<file path="config.mk">
export PLATFORM = sky130hd
export DESIGN_NAME = cacheline_adaptor_flat
export DESIGN_NICKNAME = d
export VERILOG_FILES = /design/src/rtl/cache_types.sv /design/src/rtl/cacheline_adaptor_if.sv /design/src/rtl/cacheline_adaptor.sv /design/src/flat_wrapper.sv
export SDC_FILE = /design/constraint.sdc
export NUM_CORES = 1
export LEC_CHECK = 0
export BUFFER_PORTS_ARGS = -buffer_cell sky130_fd_sc_hd__buf_2
export CAP_MARGIN = 5
export CORE_AREA = 2 2 281 283
export CTS_BUF_LIST = sky130_fd_sc_hd__clkbuf_4 sky130_fd_sc_hd__clkbuf_8
export DETAILED_ROUTE_END_ITERATION = 16
export DIE_AREA = 0 0 283 285
export GPL_ROUTABILITY_DRIVEN = 0
export PLACE_DENSITY = 0.55
export SETUP_SLACK_MARGIN = 0.05
export SLEW_MARGIN = 0
export SYNTH_ARGS = -nofsm -noshare
export SYNTH_HDL_FRONTEND = slang
export SYNTH_SLANG_ARGS = --single-unit
</file>
<file path="constraint.sdc">
create_clock -name clk -period 2.5 [get_ports clk]
set_input_delay 0.125 -clock clk [delete_from_list [all_inputs] [get_ports clk]]
set_output_delay 0.125 -clock clk [all_outputs]
set_load 0.03 [all_outputs]
</file>
<file path="src/rtl/cache_types.sv">
// Shared cache/memory geometry and the line adaptor's state encoding.
// The cache and the adaptor both import these constants so line and beat widths always agree.
package cache_types;

  localparam int LINE_W    = 256;
  localparam int BURST_W   = 64;
  localparam int BURST_LEN = 4;
  localparam int OFFSET_W  = 5;
  localparam int CNT_W     = $clog2(BURST_LEN);

  // Clears the byte-offset bits so memory always sees a line-aligned address.
  localparam logic [31:0] ADDR_MASK = ~((32'd1 << OFFSET_W) - 32'd1);

  typedef enum logic [1:0] {
    IDLE,
    RD,
    WR,
    DONE
  } adaptor_state_t;

endpackage

</file>
<file path="src/rtl/cacheline_adaptor_if.sv">
// Cache-side line port plus memory-side burst port of the line adaptor.
// The slave view belongs to the adaptor; the master view belongs to the cache/memory environment.
interface cacheline_adaptor_if;
  import cache_types::*;

  logic [LINE_W-1:0]  line_i;
  logic [LINE_W-1:0]  line_o;
  logic [31:0]        address_i;
  logic               read_i;
  logic               write_i;
  logic               resp_o;
  logic [BURST_W-1:0] burst_i;
  logic [BURST_W-1:0] burst_o;
  logic [31:0]        address_o;
  logic               read_o;
  logic               write_o;
  logic               resp_i;

  modport slave (
    input  line_i, address_i, read_i, write_i, burst_i, resp_i,
    output line_o, resp_o, burst_o, address_o, read_o, write_o
  );

  modport master (
    output line_i, address_i, read_i, write_i, burst_i, resp_i,
    input  line_o, resp_o, burst_o, address_o, read_o, write_o
  );

endinterface

</file>
<file path="src/rtl/cacheline_adaptor.sv">
// Converts one 256-bit cache line transfer into four 64-bit memory beats; request to read_o/write_o is one cycle,
// resp_o follows the last beat by one cycle; memory throttles beats with resp_i, cache requests are held until resp_o.
module cacheline_adaptor
  import cache_types::*;
(
  input  logic                clk,
  input  logic                rst,
  cacheline_adaptor_if.slave  bus
);

  if (LINE_W != BURST_W * BURST_LEN) begin : g_geometry_check
    $error("cacheline_adaptor: LINE_W must equal BURST_W*BURST_LEN");
  end

  adaptor_state_t     state_q, state_d;
  logic [CNT_W-1:0]   cnt_q, cnt_d, cnt_nx;
  logic [LINE_W-1:0]  wline_q, wline_d;
  logic [LINE_W-1:0]  line_q, line_d;
  logic [BURST_W-1:0] burst_q, burst_d;
  logic [31:0]        addr_q, addr_d;
  logic               read_q, read_d;
  logic               write_q, write_d;
  logic               resp_q, resp_d;
  logic               last_beat;

  assign cnt_nx    = cnt_q + 1'b1;
  assign last_beat = (cnt_q == CNT_W'(BURST_LEN - 1));

  always_comb begin
    state_d = state_q;
    cnt_d   = cnt_q;
    wline_d = wline_q;
    line_d  = line_q;
    burst_d = burst_q;
    addr_d  = addr_q;
    read_d  = read_q;
    write_d = write_q;
    resp_d  = 1'b0;

    unique case (state_q)
      IDLE: begin
        // Read has priority; a simultaneous write is simply not taken.
        if (bus.read_i) begin
          addr_d  = bus.address_i & ADDR_MASK;
          read_d  = 1'b1;
          state_d = RD;
        end else if (bus.write_i) begin
          addr_d  = bus.address_i & ADDR_MASK;
          wline_d = bus.line_i;
          burst_d = bus.line_i[BURST_W-1:0];
          write_d = 1'b1;
          state_d = WR;
        end
      end

      RD: begin
        if (bus.resp_i) begin
          line_d[cnt_q*BURST_W +: BURST_W] = bus.burst_i;
          if (last_beat) begin
            read_d  = 1'b0;
            resp_d  = 1'b1;
            state_d = DONE;
          end else begin
            cnt_d = cnt_nx;
          end
        end
      end

      WR: begin
        if (bus.resp_i) begin
          if (last_beat) begin
            write_d = 1'b0;
            resp_d  = 1'b1;
            state_d = DONE;
          end else begin
            cnt_d   = cnt_nx;
            burst_d = wline_q[cnt_nx*BURST_W +: BURST_W];
          end
        end
      end

      DONE: begin
        // resp_o is high for this single cycle; the cache drops its request next cycle.
        cnt_d   = '0;
        state_d = IDLE;
      end

      default: state_d = IDLE;
    endcase
  end

  always_ff @(posedge clk) begin
    if (!rst) begin
      state_q <= IDLE;
      cnt_q   <= '0;
      wline_q <= '0;
      line_q  <= '0;
      burst_q <= '0;
      addr_q  <= '0;
      read_q  <= 1'b0;
      write_q <= 1'b0;
      resp_q  <= 1'b0;
    end else begin
      state_q <= state_d;
      cnt_q   <= cnt_d;
      wline_q <= wline_d;
      line_q  <= line_d;
      burst_q <= burst_d;
      addr_q  <= addr_d;
      read_q  <= read_d;
      write_q <= write_d;
      resp_q  <= resp_d;
    end
  end

  assign bus.line_o    = line_q;
  assign bus.burst_o   = burst_q;
  assign bus.address_o = addr_q;
  assign bus.read_o    = read_q;
  assign bus.write_o   = write_q;
  assign bus.resp_o    = resp_q;

endmodule

</file>
<file path="src/flat_wrapper.sv">
// flat-port wrapper written by rule: the top's interface ports become plain ports
module cacheline_adaptor_flat import cache_types::*;
  (clk, rst, bus_line_i, bus_address_i, bus_read_i, bus_write_i, bus_burst_i, bus_resp_i, bus_line_o, bus_resp_o, bus_burst_o, bus_address_o, bus_read_o, bus_write_o);
  cacheline_adaptor_if bus_i ();
  input  logic clk;
  input  logic rst;
  input wire logic [$bits(bus_i.line_i)-1:0] bus_line_i;
  input wire logic [$bits(bus_i.address_i)-1:0] bus_address_i;
  input wire logic [$bits(bus_i.read_i)-1:0] bus_read_i;
  input wire logic [$bits(bus_i.write_i)-1:0] bus_write_i;
  input wire logic [$bits(bus_i.burst_i)-1:0] bus_burst_i;
  input wire logic [$bits(bus_i.resp_i)-1:0] bus_resp_i;
  output wire logic [$bits(bus_i.line_o)-1:0] bus_line_o;
  output wire logic [$bits(bus_i.resp_o)-1:0] bus_resp_o;
  output wire logic [$bits(bus_i.burst_o)-1:0] bus_burst_o;
  output wire logic [$bits(bus_i.address_o)-1:0] bus_address_o;
  output wire logic [$bits(bus_i.read_o)-1:0] bus_read_o;
  output wire logic [$bits(bus_i.write_o)-1:0] bus_write_o;
  assign bus_i.line_i = bus_line_i;
  assign bus_i.address_i = bus_address_i;
  assign bus_i.read_i = bus_read_i;
  assign bus_i.write_i = bus_write_i;
  assign bus_i.burst_i = bus_burst_i;
  assign bus_i.resp_i = bus_resp_i;
  assign bus_line_o = bus_i.line_o;
  assign bus_resp_o = bus_i.resp_o;
  assign bus_burst_o = bus_i.burst_o;
  assign bus_address_o = bus_i.address_o;
  assign bus_read_o = bus_i.read_o;
  assign bus_write_o = bus_i.write_o;
  cacheline_adaptor u_core (.clk(clk), .rst(rst), .bus(bus_i));
endmodule
</file>
== Word-level counts from Yosys, hierarchy flattened ==
Cells that the tools add are included.
Word-level totals
  bits in registers: 615
Operators by class
  $add $sub $neg: 2
  equality and inequality tests: 16
  shifts and indexed selects: 3
  mux-type cells: 24
  bitwise logic cells: 1
  reductions and logical operators: 15
Operators by type and width (number)
  $bwmux W256: 1
  $mux W64: 4
  $shift A64 B34 Y256 const A: 1
  $shiftx A256 B9 Y64: 1
  $shiftx A64 B34 Y256: 1
  $pmux W64 S2: 1
  $mux W32: 2
  $neg A8 Y34: 1
  $ne A2 B2 Y1 const B: 7
  $mux W2: 6
  $reduce_and A3 Y1: 4
  $reduce_and A5 Y1: 2
  $ne A2 B1 Y1 const B: 4
  $reduce_bool A2 Y1: 4
  $eq A2 B2 Y1 const B: 3
  $mux W1: 6
  $pmux W2 S3: 1
  $pmux W1 S2: 2
  $pmux W2 S2: 1
  $reduce_and A2 Y1: 2
  $reduce_and A4 Y1: 1
  $ne A3 B3 Y1 const B: 1
  $add A2 B1 Y2 const B: 1
  $eq A2 B1 Y1 const B: 1
  3 further kinds: 3

== Logic depth before layout (Yosys ltp) ==
  depth in word-level cells: 5
  gate-level depth with buffers: 11
  gate-level depth less buffers: 6

== Worst setup path before layout ==
No wires, ideal clock.
  path type: register to register
  start point: reg u_core.cnt_q[0]
  end point: reg u_core.burst_q[0], in the netlist u_core.bus.burst_o[0]
  setup time: 0.132 ns
  data arrival time: 2.480 ns
  slack: -0.112 ns
  cell stages (with the launch flop): 12
  cells stage by stage: dfxtp_1 > clkbuf_1 > buf_2 > buf_2 > inv_1 > ha_1 > nand2b_1 > buf_2 > buf_1 > o22ai_1 > a2111oi_0 > nor3_1
On the way
  longest elaborated chain between the ends: 5
  elaborated cells between the ends (all ways): 8
Ends and longest elaborated chain
  start, declared: RTL line cacheline_adaptor.sv:16  | logic [CNT_W-1:0] cnt_q, cnt_d, cnt_nx;
  start signal, assigned: RTL line cacheline_adaptor.sv:105  | cnt_q <= cnt_d;
  $add A2 B1 Y2: RTL line cacheline_adaptor.sv:26  | assign cnt_nx = cnt_q + 1'b1;
  $shiftx A256 B9 Y64: RTL line cacheline_adaptor.sv:77  | burst_d = wline_q[cnt_nx*BURST_W +: BURST_W];
  $mux W64: RTL line cacheline_adaptor.sv:71  | if (last_beat) begin
  $mux W64: RTL line cacheline_adaptor.sv:70  | if (bus.resp_i) begin
  $pmux W64 S2: RTL line cacheline_adaptor.sv:40  | unique case (state_q)
  end signal, assigned: RTL line cacheline_adaptor.sv:108  | burst_q <= burst_d;
  end, declared: RTL line cacheline_adaptor.sv:19  | logic [BURST_W-1:0] burst_q, burst_d;
Parallel ways exist; a longest one is shown, timed or not. The select of a mux whose other input is x is not followed.
A chain may end at the register's enable or synchronous reset.

== Worst setup path after layout ==
  start point: reg u_core.state_q[0]
  end point: reg u_core.wline_q[117]
On the way
  longest elaborated chain between the ends: 2
Ends and longest elaborated chain
  start, declared: RTL line cacheline_adaptor.sv:15  | adaptor_state_t state_q, state_d;
  start signal, assigned: RTL line cacheline_adaptor.sv:104  | state_q <= state_d;
  $logic_not A2 Y1: RTL line cacheline_adaptor.sv:40
  $reduce_and A3 Y1 (no line)
  end signal, assigned: RTL line cacheline_adaptor.sv:106  | wline_q <= wline_d;
  end, declared: RTL line cacheline_adaptor.sv:17  | logic [LINE_W-1:0] wline_q, wline_d;
No other way between the ends.

==> impl_metrics.env <==
export IMPL_yosysTopAreaCell="dfxtp_1"
export IMPL_slowest_stage="dlygate4sd3_1"
export IMPL_final_seq_area_sq_um=12200
export IMPL_ys_seq_area_share_pct=53.3
export IMPL_cp_max_fo=19
export IMPL_cts_root_buf="clkbuf_8"
export IMPL_synthTopCellsByCount="dfxtp_1 (610), nand2_1 (571), a21oi_1 (351)"
export IMPL_r2r_slack_ns=0.16
export IMPL_hold_viol=0
export IMPL_io_buffers=701
export IMPL_rsz0062_at_grt="yes"
export IMPL_crit_path_start_kind="flip-flop"
export IMPL_fin_tns_setup_ns=0
export IMPL_placed_area_sq_um=27700
export IMPL_ios=712
export IMPL_cp_arrival_ns=2.98
export IMPL_endpoint_kind="flip-flop"
export IMPL_area_delta_synth_final_pct=48.4
export IMPL_max_cap_violations=0
export IMPL_wl_per_cell_um=18.9
export IMPL_die_area_sq_um=80700
export IMPL_fin_nets=4009
export IMPL_cts_htree_levels=3
export IMPL_seqPwrFrac_pct=37.8
export IMPL_fin_crit_sh_pct=93.7
export IMPL_num_fill_cells=7692
export IMPL_drtAntennaViolNets=0
export IMPL_drt_total_wl_mm=90.4
export IMPL_grt_max_degree=91
export IMPL_drive_above_1_share_pct=26.6
export IMPL_clock_sinks=610
export IMPL_wl_met3_mm=6.07
export IMPL_worstPathCellList="inv_1, ha_1, buf_4, nand2_1, nor2_4, buf_12, buf_16, nand2_1, a21oi_1, dlygate4sd3_1"
export IMPL_slew_headroom_pct=60.0
export IMPL_dp_hpwl_mm=57.8
export IMPL_vias=23337
export IMPL_power_density_nw_per_um2=885
export IMPL_rr_worst_depth=10
export IMPL_switching_share_pct=35.1
export IMPL_yosys_top_cells_area="dfxtp_1 (53%), nand2_1 (9.4%), a21oi_1 (7.7%), a22oi_1 (6.6%), mux2i_1 (5.8%)"
export IMPL_clk_latency_ns=0.73
export IMPL_antenna_found_initial=11
export IMPL_peakVddDrop_uv=458
export IMPL_fmax_ghz=0.427
export IMPL_tightest_slew_ns=0.585
export IMPL_slew_violations=0
export IMPL_initial_utilization_pct=29.4
export IMPL_wl_met2_mm=43.0
export IMPL_cts_tree="yes"
export IMPL_outcome="finished clean"
export IMPL_pwr_share_clk_pct=32.8
export IMPL_min_period_ns=2.34
export IMPL_grt_pass1_vias=22875
export IMPL_grt_usage_pct=21.2
export IMPL_fin_ws_ns=0.157
export IMPL_synth_cells=2616
export IMPL_netlist_area_leader_share_pct=53.3
export IMPL_power_internal_w=0.0195
export IMPL_cts_buffers=104
export IMPL_drt_iter0_markers=1486
export IMPL_clockBufferDepth=3
export IMPL_async_flop_share_pct=0
export IMPL_die_height_um=285
export IMPL_wl_met1_mm=38.0
export IMPL_synth_ff_type="dfxtp_1"
export IMPL_setup_worst_path_class="reg -> reg"
export IMPL_whs_ns=0.0944
export IMPL_synth_warnings=0
export IMPL_power_frac_comb_pct=29.4
export IMPL_yosys_cell_count_top_type="dfxtp_1"
export IMPL_highest_layer="met5"
export IMPL_clk_pin_slew_ns=0.06
export IMPL_ys_seq_elements=610
export IMPL_synth_edf_count=0
export IMPL_multiInputGateArea_sq_um=9820
export IMPL_critPathRequiredTime_ns=3.14
export IMPL_synth_area_sq_um=22900
export IMPL_fin_area_sq_um=34000
export IMPL_grt_first_pass_wirelength_mm=136
export IMPL_avgSynthCellArea_sq_um=8.76
export IMPL_finalSetupViolations=0
export IMPL_max_stage_delay_ns=0.57
export IMPL_synth_distinct_cells=37
export IMPL_clock_skew_ns=0.0433
export IMPL_die_x_um=283
export IMPL_netSwitchingPower_w=0.0106
export IMPL_min_path_cells=5
export IMPL_drc_errors=0
export IMPL_core_area_sq_um=78000
export IMPL_vias_per_cell=4.88
export IMPL_gr_total_overflow=0
export IMPL_crit_path_frequent_cell="nand2_1"
export IMPL_place_ws_ns=0.146
export IMPL_p_leak_nw=14.0
export IMPL_hold_class="in -> reg"
export IMPL_fp_row_count=103
export IMPL_drtPass1Iterations=5
[critical path, delay by kind of cell (launching register included)]
family	cells	cell delay, ns
compound gates	1	0.12
fa+ha+maj	1	0.18
buf+inv	5	1.27
flops	1	0.34
simple gates	3	0.35
[cells by family after synthesis]
logic type      Yosys count  share of synthesized area, %
flops                   610                          53.3
mux                     132                          5.77
other cells               1                        0.0164
simple gates            865                          14.8
buf+inv                 251                          4.54
compound gates          745                          20.9
fa+ha+maj                12                         0.655
[layer usage]
layer  up-vias  track usage, %
met5         -               0
met1     11058            26.0
met2       859            35.9
li1      11234               -
met4         8            8.07
met3       178            5.23
[layout by cell type, fill, tap and decap left out, types with 3 or more instances in the layout]
cell and instances:
dfxtp_1 609, nor3_1 66, a21oi_1 351, clkbuf_8 140, buf_12 26, mux2i_1 132, clkinv_8 3, ha_1 11
nor2_1 210, diode_2 9, a22o_1 57, conb_1 5, inv_1 6, a22oi_1 200, dlygate4sd3_1 380, clkinv_2 4
clkinvlp_4 3, nand2b_1 3, buf_4 47, buf_2 701, nand3_4 4, a2111oi_1 4, a2111oi_0 59, o22ai_1 63
clkbuf_4 37, nand2_1 570
[layout make-up]
type                    count  area share (%)
flip-flops and latches    610            35.9
multi-input cells        1759            28.9
repair buffers           1157            24.3
clock buffers             177            6.48
well taps                1050            3.86
clock inverters            12           0.405
inverters                   8           0.110
diodes                      9          0.0662
[metrics by stage]
| stage | cells | util, % | total power [W] |
|---|---|---|---|
| final | 4782 | 43.6 | 0.0301 |
| after detailed placement | 4196 | 35.6 | 0.0197 |
| after global routing | 4779 | 43.6 | 0.0316 |
| after global placement | 4196 | 35.6 | 0.0197 |
| after floorplan | 2620 | - | 0.0165 |
| after CTS | 4765 | 43.4 | 0.0302 |
[power by group through the flow]
stage	Combinational (W)	Sequential, W	Clock (W)
after floorplan	0.00399	0.0125	0
after global placement	0.00811	0.0116	0
after detailed placement	0.00814	0.0116	0
after CTS	0.00872	0.0114	0.0102
after global routing	0.00950	0.0115	0.0106
final	0.00884	0.0114	0.00988
[state kept, by name (all words and copies together), names as in the netlist]
signal / cells
u_core.bus.address_o: 27
u_core.bus.burst_o: 64
u_core.bus.line_o: 256
u_core.bus.read_o: 1
u_core.bus.resp_o: 1
u_core.bus.write_o: 1
u_core.cnt_q: 2
u_core.state_q: 2
u_core.wline_q: 256
[final timing paths]
check                 startpoint                   to
min                   bus_resp_i      u_core.cnt_q[1]
min reg2reg  u_core.wline_q[227]  u_core.wline_q[227]
max            u_core.state_q[0]  u_core.wline_q[117]
max reg2reg    u_core.state_q[0]  u_core.wline_q[117]
[repair_timing]
item | in CTS | in global routing
hold buffers | 380 | 0
hold endpoints to repair | 609 | 0
resized for setup | 0 | 7
setup buffers | 0 | 6
endpoints found under the setup margin | 0 | 52
Note: power is estimated with default switching activity, not from simulation.
